File: src/rtl/apb_spi_fifo_bridge.sv
// APB slave that feeds a TX FIFO and drains an RX FIFO for an SPI master core.
// Full/empty accesses hold pready low for up to WAIT_LIMIT cycles, then complete with pslverr.

module apb_spi_fifo_bridge #(
    parameter int ADDRESS_WIDTH = 32,
    parameter int DATA_WIDTH    = 32,
    parameter int FIFO_DEPTH    = 8,
    parameter int WAIT_LIMIT    = 16
) (
    input  logic                      pclk,
    input  logic                      preset_n,
    input  logic                      psel,
    input  logic                      penable,
    input  logic [ADDRESS_WIDTH-1:0]  paddr,
    input  logic                      pwrite,
    input  logic [DATA_WIDTH/8-1:0]   pstrb,
    input  logic [DATA_WIDTH-1:0]     pwdata,
    input  logic [2:0]                pprot,
    output logic                      pready,
    output logic [DATA_WIDTH-1:0]     prdata,
    output logic                      pslverr,
    output logic [DATA_WIDTH-1:0]     tx_data,
    output logic                      tx_valid,
    input  logic                      tx_ready,
    input  logic [DATA_WIDTH-1:0]     rx_data,
    input  logic                      rx_valid,
    output logic                      rx_ready
);
    localparam int PW = $clog2(FIFO_DEPTH);
    localparam int CW = PW + 1;
    localparam int WW = $clog2(WAIT_LIMIT + 1);
    localparam logic [CW-1:0] FULL_COUNT = CW'(FIFO_DEPTH);

    typedef enum logic [1:0] {ST_IDLE, ST_SETUP, ST_ACCESS} state_t;

    state_t          state;
    logic [WW-1:0]   wait_cnt;
    logic            stall_en;
    logic            tx_flush_q;
    logic            rx_flush_q;

    logic [DATA_WIDTH-1:0] tx_mem [FIFO_DEPTH];
    logic [DATA_WIDTH-1:0] rx_mem [FIFO_DEPTH];
    logic [PW-1:0]   tx_wr_ptr, tx_rd_ptr, rx_wr_ptr, rx_rd_ptr;
    logic [CW-1:0]   tx_count, rx_count;

    logic [1:0]      reg_sel;
    logic            access, tx_full, tx_empty, rx_full, rx_empty;
    logic            wr_tx, rd_rx, hard_err, stall_cond, timed_out, done_ok;
    logic            tx_push, tx_pop, rx_push, rx_pop, ctrl_wr;
    logic [DATA_WIDTH-1:0] rd_word;
    logic            unused_bits;

    assign unused_bits = ^{pprot, paddr[ADDRESS_WIDTH-1:4], paddr[1:0]};

    assign reg_sel  = paddr[3:2];
    assign access   = psel & penable & (state != ST_IDLE);
    assign tx_full  = (tx_count == FULL_COUNT);
    assign tx_empty = (tx_count == '0);
    assign rx_full  = (rx_count == FULL_COUNT);
    assign rx_empty = (rx_count == '0);

    assign wr_tx      = pwrite & (reg_sel == 2'd0);
    assign rd_rx      = !pwrite & (reg_sel == 2'd1);
    assign hard_err   = pwrite & (((reg_sel == 2'd0) & !(&pstrb)) | (reg_sel == 2'd1) | (reg_sel == 2'd2));
    assign stall_cond = (wr_tx & (&pstrb) & tx_full) | (rd_rx & rx_empty);
    assign timed_out  = (wait_cnt == WW'(WAIT_LIMIT));

    assign pready  = access & (hard_err | !stall_cond | !stall_en | timed_out);
    assign pslverr = access & (hard_err | (stall_cond & (!stall_en | timed_out)));
    assign done_ok = pready & !pslverr;

    // SPI side ports: a word moves on each edge where valid & ready are both high;
    // valid never depends on ready and both come straight from the registered counts.
    assign tx_valid = !tx_empty;
    assign rx_ready = !rx_full;
    assign tx_data  = tx_mem[tx_rd_ptr];

    assign tx_push = done_ok & wr_tx;
    assign rx_pop  = done_ok & rd_rx;
    assign ctrl_wr = done_ok & pwrite & (reg_sel == 2'd3);
    assign tx_pop  = tx_valid & tx_ready;
    assign rx_push = rx_valid & rx_ready;

    // IDLE until a setup phase is seen; SETUP marks the first access cycle, ACCESS the stalled ones.
    always_ff @(posedge pclk or negedge preset_n) begin
        if (!preset_n) begin
            state    <= ST_IDLE;
            wait_cnt <= '0;
        end else begin
            case (state)
                ST_IDLE: begin
                    wait_cnt <= '0;
                    if (psel && !penable) state <= ST_SETUP;
                end
                default: begin
                    if (!psel) begin
                        state    <= ST_IDLE;
                        wait_cnt <= '0;
                    end else if (!penable) begin
                        state    <= ST_SETUP;
                        wait_cnt <= '0;
                    end else if (pready) begin
                        state    <= ST_IDLE;
                        wait_cnt <= '0;
                    end else begin
                        state    <= ST_ACCESS;
                        wait_cnt <= wait_cnt + WW'(1);
                    end
                end
            endcase
        end
    end

    always_ff @(posedge pclk or negedge preset_n) begin
        if (!preset_n) begin
            stall_en   <= 1'b1;
            tx_flush_q <= 1'b0;
            rx_flush_q <= 1'b0;
        end else begin
            tx_flush_q <= ctrl_wr & pwdata[0];
            rx_flush_q <= ctrl_wr & pwdata[1];
            if (ctrl_wr) stall_en <= pwdata[2];
        end
    end

    // A pending flush wins over any push or pop on the same edge.
    always_ff @(posedge pclk or negedge preset_n) begin
        if (!preset_n) begin
            tx_wr_ptr <= '0;
            tx_rd_ptr <= '0;
            tx_count  <= '0;
        end else if (tx_flush_q) begin
            tx_wr_ptr <= '0;
            tx_rd_ptr <= '0;
            tx_count  <= '0;
        end else begin
            if (tx_push) tx_wr_ptr <= tx_wr_ptr + PW'(1);
            if (tx_pop)  tx_rd_ptr <= tx_rd_ptr + PW'(1);
            tx_count <= tx_count + CW'(tx_push) - CW'(tx_pop);
        end
    end

    always_ff @(posedge pclk or negedge preset_n) begin
        if (!preset_n) begin
            rx_wr_ptr <= '0;
            rx_rd_ptr <= '0;
            rx_count  <= '0;
        end else if (rx_flush_q) begin
            rx_wr_ptr <= '0;
            rx_rd_ptr <= '0;
            rx_count  <= '0;
        end else begin
            if (rx_push) rx_wr_ptr <= rx_wr_ptr + PW'(1);
            if (rx_pop)  rx_rd_ptr <= rx_rd_ptr + PW'(1);
            rx_count <= rx_count + CW'(rx_push) - CW'(rx_pop);
        end
    end

    always_ff @(posedge pclk) begin
        if (tx_push) tx_mem[tx_wr_ptr] <= pwdata;
        if (rx_push) rx_mem[rx_wr_ptr] <= rx_data;
    end

    always_comb begin
        rd_word = '0;
        case (reg_sel)
            2'd1: rd_word = rx_mem[rx_rd_ptr];
            2'd2: begin
                rd_word[11:8] = 4'(rx_count);
                rd_word[7:4]  = 4'(tx_count);
                rd_word[3]    = rx_empty;
                rd_word[2]    = rx_full;
                rd_word[1]    = tx_empty;
                rd_word[0]    = tx_full;
            end
            2'd3: rd_word[2] = stall_en;
            default: rd_word = '0;
        endcase
    end

    assign prdata = (pready && !pwrite && !pslverr) ? rd_word : '0;

endmodule

File: config.mk
export PLATFORM = sky130hd
export DESIGN_NAME = apb_spi_fifo_bridge
export DESIGN_NICKNAME = d
export VERILOG_FILES = /design/src/rtl/apb_spi_fifo_bridge.sv
export SDC_FILE = /design/constraint.sdc
export NUM_CORES = 1
export LEC_CHECK = 0
export CORE_MARGIN = 3
export CORE_UTILIZATION = 62
export DETAILED_ROUTE_END_ITERATION = 8
export PLACE_DENSITY = 0.9
export SETUP_SLACK_MARGIN = 0.5
export SYNTH_ARGS = -nofsm -noshare
export SYNTH_HDL_FRONTEND = slang
export SYNTH_SLANG_ARGS = --single-unit
File: constraint.sdc
create_clock -name pclk -period 8.68 [get_ports pclk]
set_clock_uncertainty 0.1 [all_clocks]
set_input_delay 1.736 -clock pclk [delete_from_list [all_inputs] [get_ports pclk]]
set_output_delay 1.736 -clock pclk [all_outputs]
set_load 0.05 [all_outputs]
# Word-level counts from Yosys, hierarchy flattened

Memory sizes are Yosys's and may differ from the RTL's.
Index checks and enable logic that the tools add are counted.

Memories: 2
Bits in read-only memories: 0
RAM bits: 512
Output and inout bits: 68
Flip-flop bits (word level): 30
Latch bits: 0

Memories:

| name   | words | width | read ports | clocked after memory_dff | wr ports | line | text |
|---|---|---|---|---|---|---|---|
| rx_mem | 8     | 32    | 1          | 0                        | 1        | 43   | `logic [DATA_WIDTH-1:0] rx_mem [FIFO_DEPTH];` |
| tx_mem | 8     | 32    | 1          | 0                        | 1        | 42   | `logic [DATA_WIDTH-1:0] tx_mem [FIFO_DEPTH];` |

Equal/unequal tests: 7
Reduce and logical (&&, ||, !) cells: 21
Multiplexer cells: 28
Magnitude comparators: 0
Divide/modulo/power cells: 0
Add/subtract/negate cells: 9
Bitwise operators: 29
Multipliers: 0
Shift-type cells: 0

Operator list:

| cell                | count |
|---|---|
| $mux 32             | 1 |
| $mux 3              | 8 |
| $and 1x1->1         | 21 |
| $mux 20             | 1 |
| $mux 5              | 4 |
| $pmux 9 s2          | 1 |
| $add 3x1->3 const B | 4 |
| $mux 2              | 5 |
| $reduce_bool 2->1   | 5 |
| $add 4x1->4         | 2 |
| $eq 4x4->1 const B  | 2 |
| $logic_not 1->1     | 8 |
| $logic_not 4->1     | 2 |
| $mux 4              | 2 |
| $or 1x1->1          | 8 |
| $sub 4x1->4         | 2 |
| $add 5x1->5 const B | 1 |
| $eq 5x5->1 const B  | 1 |
| $eq 2x2->1 const B  | 2 |
| $logic_not 2->1     | 2 |
| $mux 1              | 4 |
| $pmux 2 s2          | 1 |
| $reduce_and 4->1    | 1 |
| $logic_and 1x1->1   | 3 |
| other kinds (3)     | 3 |

# Logic depth before layout (Yosys ltp)

Depth in word-level cells: 15
Depth in mapped cells: 13
Depth with buffers taken out: 12

# Worst setup path before layout

Ideal clock, no wire load.

Path type: input -> output
Start point: input paddr[3]
End point: output prdata[2]
Stages on the path: 5
Data required time: 6.844 ns
Slack: 2.535 ns
Path buffers: 1
Arrival: 4.309 ns
Path through: inv_1 > ha_1 > or4b_1 > buf_2 > o41ai_1

Cells in the longest elaborated chain, start to end: 13
Elaborated cells between the ends (all ways): 27
Classes of those cells: 3 x eq/ne; 2 x mux; 17 x bitwise; 5 x reduce/logical

Ends and longest elaborated chain:

| element                        | line   | text |
|---|---|---|
| start, declared                | 14     | `input logic [ADDRESS_WIDTH-1:0] paddr,` |
| $logic_not 2->1                | 63, 65 |  |
| $and 1x1->1                    | 63     | `assign wr_tx = pwrite & (reg_sel == 2'd0);` |
| $and 1x1->1 (2 in a row)       | 66     | `assign stall_cond = (wr_tx & (&pstrb) & tx_full) \| (rd_rx & rx_empty);` |
| $or 1x1->1                     | 66     |  |
| $logic_not 1->1                | 69     | `assign pready = access & (hard_err \| !stall_cond \| !stall_en \| timed_out);` |
| $or 1x1->1 (3 in a row)        | 69     |  |
| $and 1x1->1                    | 69     |  |
| $logic_and 1x1->1 (2 in a row) | 182    | `assign prdata = (pready && !pwrite && !pslverr) ? rd_word : '0;` |
| $mux 32 (*)                    | 182    |  |
| end, declared                  | 20     | `output logic [DATA_WIDTH-1:0] prdata,` |

Every way passes the cells marked *; elsewhere a longest branch is shown, timed or not.

# Worst setup path in the final report

Start point: input psel
End point: output prdata[11]

Cells in the longest elaborated chain, start to end: 6
Elaborated cells between the ends (all ways): 8
Classes of those cells: 1 x mux; 4 x bitwise; 3 x reduce/logical

Ends and longest elaborated chain:

| element                                              | line   | text |
|---|---|---|
| start, declared                                      | 12     | `input logic psel,` |
| $and 1x1->1 (*) (2 in a row)                         | 57     | `assign access = psel & penable & (state != ST_IDLE);` |
| $and 1x1->1 (on tied branches)                       | 69, 70 |  |
| $logic_and 1x1->1 or $logic_not 1->1 (tied branches) | 182    |  |
| $logic_and 1x1->1 (*)                                | 182    |  |
| $mux 32 (*)                                          | 182    |  |

Marks and branches as above.

==> qor.csv <==
stage;metric;value;unit
power_and_ir_drop;static leakage;7.958;nW
clock_tree;number of H-tree levels;2;
floorplanning;Initial Utilization;0.6307;
placed_design;GPL Wtd Cong;0.7276;
hold_path;worst hold path type;register to register;
route;Via Count;10260;
logic_synthesis;Seq/Total Area, Yosys;0.7606;
global_route;gr ovfl total;0;
global_route;first-pass GRT wire length;67010;um
logic_synthesis;syn nets;1129;
clock_tree;CTS Buffer Depth;3;
setup_path;Setup CP Type;input port to output pin;
logic_synthesis;Avg Cell Area, Syn;21.33;um2
floorplanning;Die Y;190.9;um
floorplanning;Rows;67;
route;DR pass1 iterations;5;
finish;fillers;1773;
placed_design;Port Buffer Count;144;
logic_synthesis;number of synthesized flops with an enable pin;512;
timing;setup TNS;0;ns
timing;Final period util;0.8511;
clock_tree;CTS buffer count;51;
finish;layout cells sized above 1;0.2396;
timing;Final setup viols;0;
clock_tree;Clock Sink Count;542;
timing;Slew Viols, Final;0;
finish;Final Net Count;1299;
setup_path;Critical Path RT;6.84;ns
clock_tree;Root Driver;clkbuf_16;
placed_design;DP Area;23280;um2
logic_synthesis;Seq cells post-synth;542;
power_and_ir_drop;Seq pwr share;0.452;
timing;Max Freq;135.4;MHz
global_route;largest net degree at the start of global routing;69;
route;Iter 0 DRT Violations;910;
timing;final setup margin;1.292;ns
route;Routed WL per cell;26.26;um
route;remaining antenna violation count;0;
floorplanning;core area;33620;um2
logic_synthesis;Main synth FF type;edfxtp_1;
logic_synthesis;synth warn;0;
clock_tree;worst-skew pair later-pin latency;0.56;ns
finish;Post-Layout Inst Area;24860;um2
logic_synthesis;Post-Syn Area;21200;um2
placed_design;Setup WS pre-CTS;1.436;ns
timing;Final Hold Fails;0;
power_and_ir_drop;part of the power in the clock network;0.288;
clock_tree;post-cts resize count;0;
power_and_ir_drop;Gate power share;0.261;
setup_path;worst endpoint data arrival time;5.55;ns
floorplanning;Die Width;190.9;um
logic_synthesis;ys async rst share;0.05535;
setup_path;top fanout value on the critical path;25;
global_route;vias in the first global route;11200;
route;Total Wirelength;43440;um
route;Residual DRC;0;
timing;relative slew slack;0.2232;
floorplanning;DIE AREA;36450;um2
setup_path;CP startpoint kind;input port;
placed_design;Post-DP HPWL;23840;um
timing;RSZ-0062 raised after global routing;false;
clock_tree;Setup Buffers After CTS;0;
clock_tree;hold-fix buffers at CTS;0;
timing;post-layout min period;7.388;ns
global_route;initial antenna violation count;0;
timing;Worst Max-Slew Pin Slew;1.162;ns
power_and_ir_drop;PwrDens;293.0;nW/um2
power_and_ir_drop;sw frac;0.2988;
logic_synthesis;post-synth cell types;47;
finish;synth-to-layout area growth;17.27;%
flow_run;max cap viols;0;
route;drt via density;6.203;
floorplanning;Top Ports;178;
clock_tree;CTS tree;built;
power_and_ir_drop;Sw Pwr;2.177;mW
power_and_ir_drop;maximum VDD drop;249.5;uV
global_route;Total Routing Usage GR;0.2454;
run_status;status;completed;
logic_synthesis;Gate Count Post-Synth;994;
clock_tree;CTS clock-pin slew for the worst setup and hold paths;0.06;ns
finish;# diodes;0;
power_and_ir_drop;Int Pwr;5.107;mW
setup_path;Crit. End Element;output pin;
-- sequential cells by signal (all words and copies together), names as in the netlist --
name	cells
tx_wr_ptr	3
rx_count	4
rx_wr_ptr	3
rx_mem	256
rx_rd_ptr	3
rx_flush_q	1
tx_flush_q	1
state	2
tx_mem	256
stall_en	1
tx_count	4
wait_cnt	5
tx_rd_ptr	3
-- final cells by class --
cell class / count / area [um2] / share of cell area
clock buffers: 64 / 1345 / 0.05410
repair buffers: 165 / 1599 / 0.06431
multi-input cells: 380 / 4887 / 0.1966
flip-flops and latches: 542 / 16140 / 0.6492
clock inverters: 31 / 239.0 / 0.009612
inverters: 24 / 90.09 / 0.003623
well taps: 448 / 560.5 / 0.02255
-- logic make-up (layout without fill, tap and decap cells) --
kind of cell,count (synthesis),after routing,share of synthesized area
DFF,542,542,0.7606
muxes,193,193,0.1674
and+or+nand+nor,115,115,0.02679
buffers and inverters,72,284,0.01405
AOI/OAI and AO/OA,35,35,0.01068
adders and majority gates,25,25,0.01546
xor gates and xnor gates,12,12,0.004957
-- critical path: stages --
cell             delay, ns
clkdlybuf4s50_1       0.55
o211ai_2              0.30
or4b_1                1.09
inv_2                 0.28
nand2_1               0.37
o22ai_1               0.36
clkdlybuf4s50_1       0.85
-- stage by stage --
| step | instances | power, mW | util | hold slack (ns) |
|---|---|---|---|---|
| final | 1654 | 7.284 | 0.7396 | 0.4080 |
| after global routing | 1654 | 7.564 | 0.7396 | 0.4448 |
| after CTS | 1654 | 7.341 | 0.7396 | 0.4095 |
| after detailed placement | 1559 | 5.232 | 0.6925 | 0.3993 |
| after global placement | 1559 | 5.164 | 0.6925 | 0.3879 |
| after floorplan | 994 | 4.658 | - | 0.3665 |
-- power by group through the flow --
stage / Clock (mW) / Combinational (mW) / Sequential [mW]
after detailed placement: 0 / 1.89 / 3.34
after floorplan: 0 / 1.47 / 3.19
after global routing: 2.23 / 2.02 / 3.32
final: 2.10 / 1.90 / 3.29
after CTS: 2.13 / 1.92 / 3.29
after global placement: 0 / 1.84 / 3.32
-- final timing paths --
check / start / to / slack, ns / depth (start not counted)
setup / recovery: psel / prdata[11] / 1.29 / 7
hold / removal: wait_cnt[0] / wait_cnt[0] / 0.41 / 1
setup reg to reg: rx_count[2] / rx_count[2] / 5.07 / 11
hold reg to reg: wait_cnt[0] / wait_cnt[0] / 0.41 / 1
max in group asynchronous: preset_n / rx_rd_ptr[1] / 6.65 / 2
min in group asynchronous: preset_n / rx_count[3] / 1.49 / 2
-- per-layer routing --
| metal | track usage | vias to the layer above | part of all wire |
|---|---|---|---|
| li1 | - | 4393 | - |
| met1 | 0.3267 | 5310 | 0.37 |
| met2 | 0.4251 | 489 | 0.52 |
| met3 | 0.04383 | 68 | 0.080 |
| met4 | 0.06887 | 0 | 0.020 |
| met5 | 0 | - | 0 |
-- synth_stat cells, drive strengths merged (2+ instances only) --
master,number,area share
nand4,2,0.00059
o21ai,8,0.0019
a21o,2,0.00071
nand2,19,0.0034
nor3b,2,0.0012
mux2i,34,0.016
o22ai,7,0.0021
nor2,47,0.0083
nand2b,5,0.0015
edfxtp,512,0.73
nand3,9,0.0021
inv,24,0.0042
ha,23,0.014
a2111oi,3,0.0013
buf,24,0.0055
or3b,3,0.0012
a21oi,9,0.0021
nor3,10,0.0024
xor2,5,0.0021
dfrtp,29,0.034
nand3b,2,0.00071
mux4,126,0.13
or3,2,0.00059
clkbuf,24,0.0043
nor2b,9,0.0027
mux2,33,0.018
fa,2,0.0019
xnor2,7,0.0029
-- cells in the final DEF (no fill, tap or decap), drive strengths merged, types with 3 or more instances in the layout --
cell type	synthesis	layout
dfrtp	29	29
nand3	9	9
nor2	47	47
inv	24	28
clkbuf	24	64
mux2i	34	34
nand2	19	19
buf	24	21
nand2b	5	5
or3b	3	3
edfxtp	512	512
o22ai	7	7
ha	23	23
a2111oi	3	3
xor2	5	5
mux2	33	33
nor2b	9	9
nor3	10	10
o21ai	8	8
clkdlybuf4s50	0	144
xnor2	7	7
mux4	126	126
clkinv	0	23
a21oi	9	9
No activity file was read; power rests on OpenSTA's default activity.
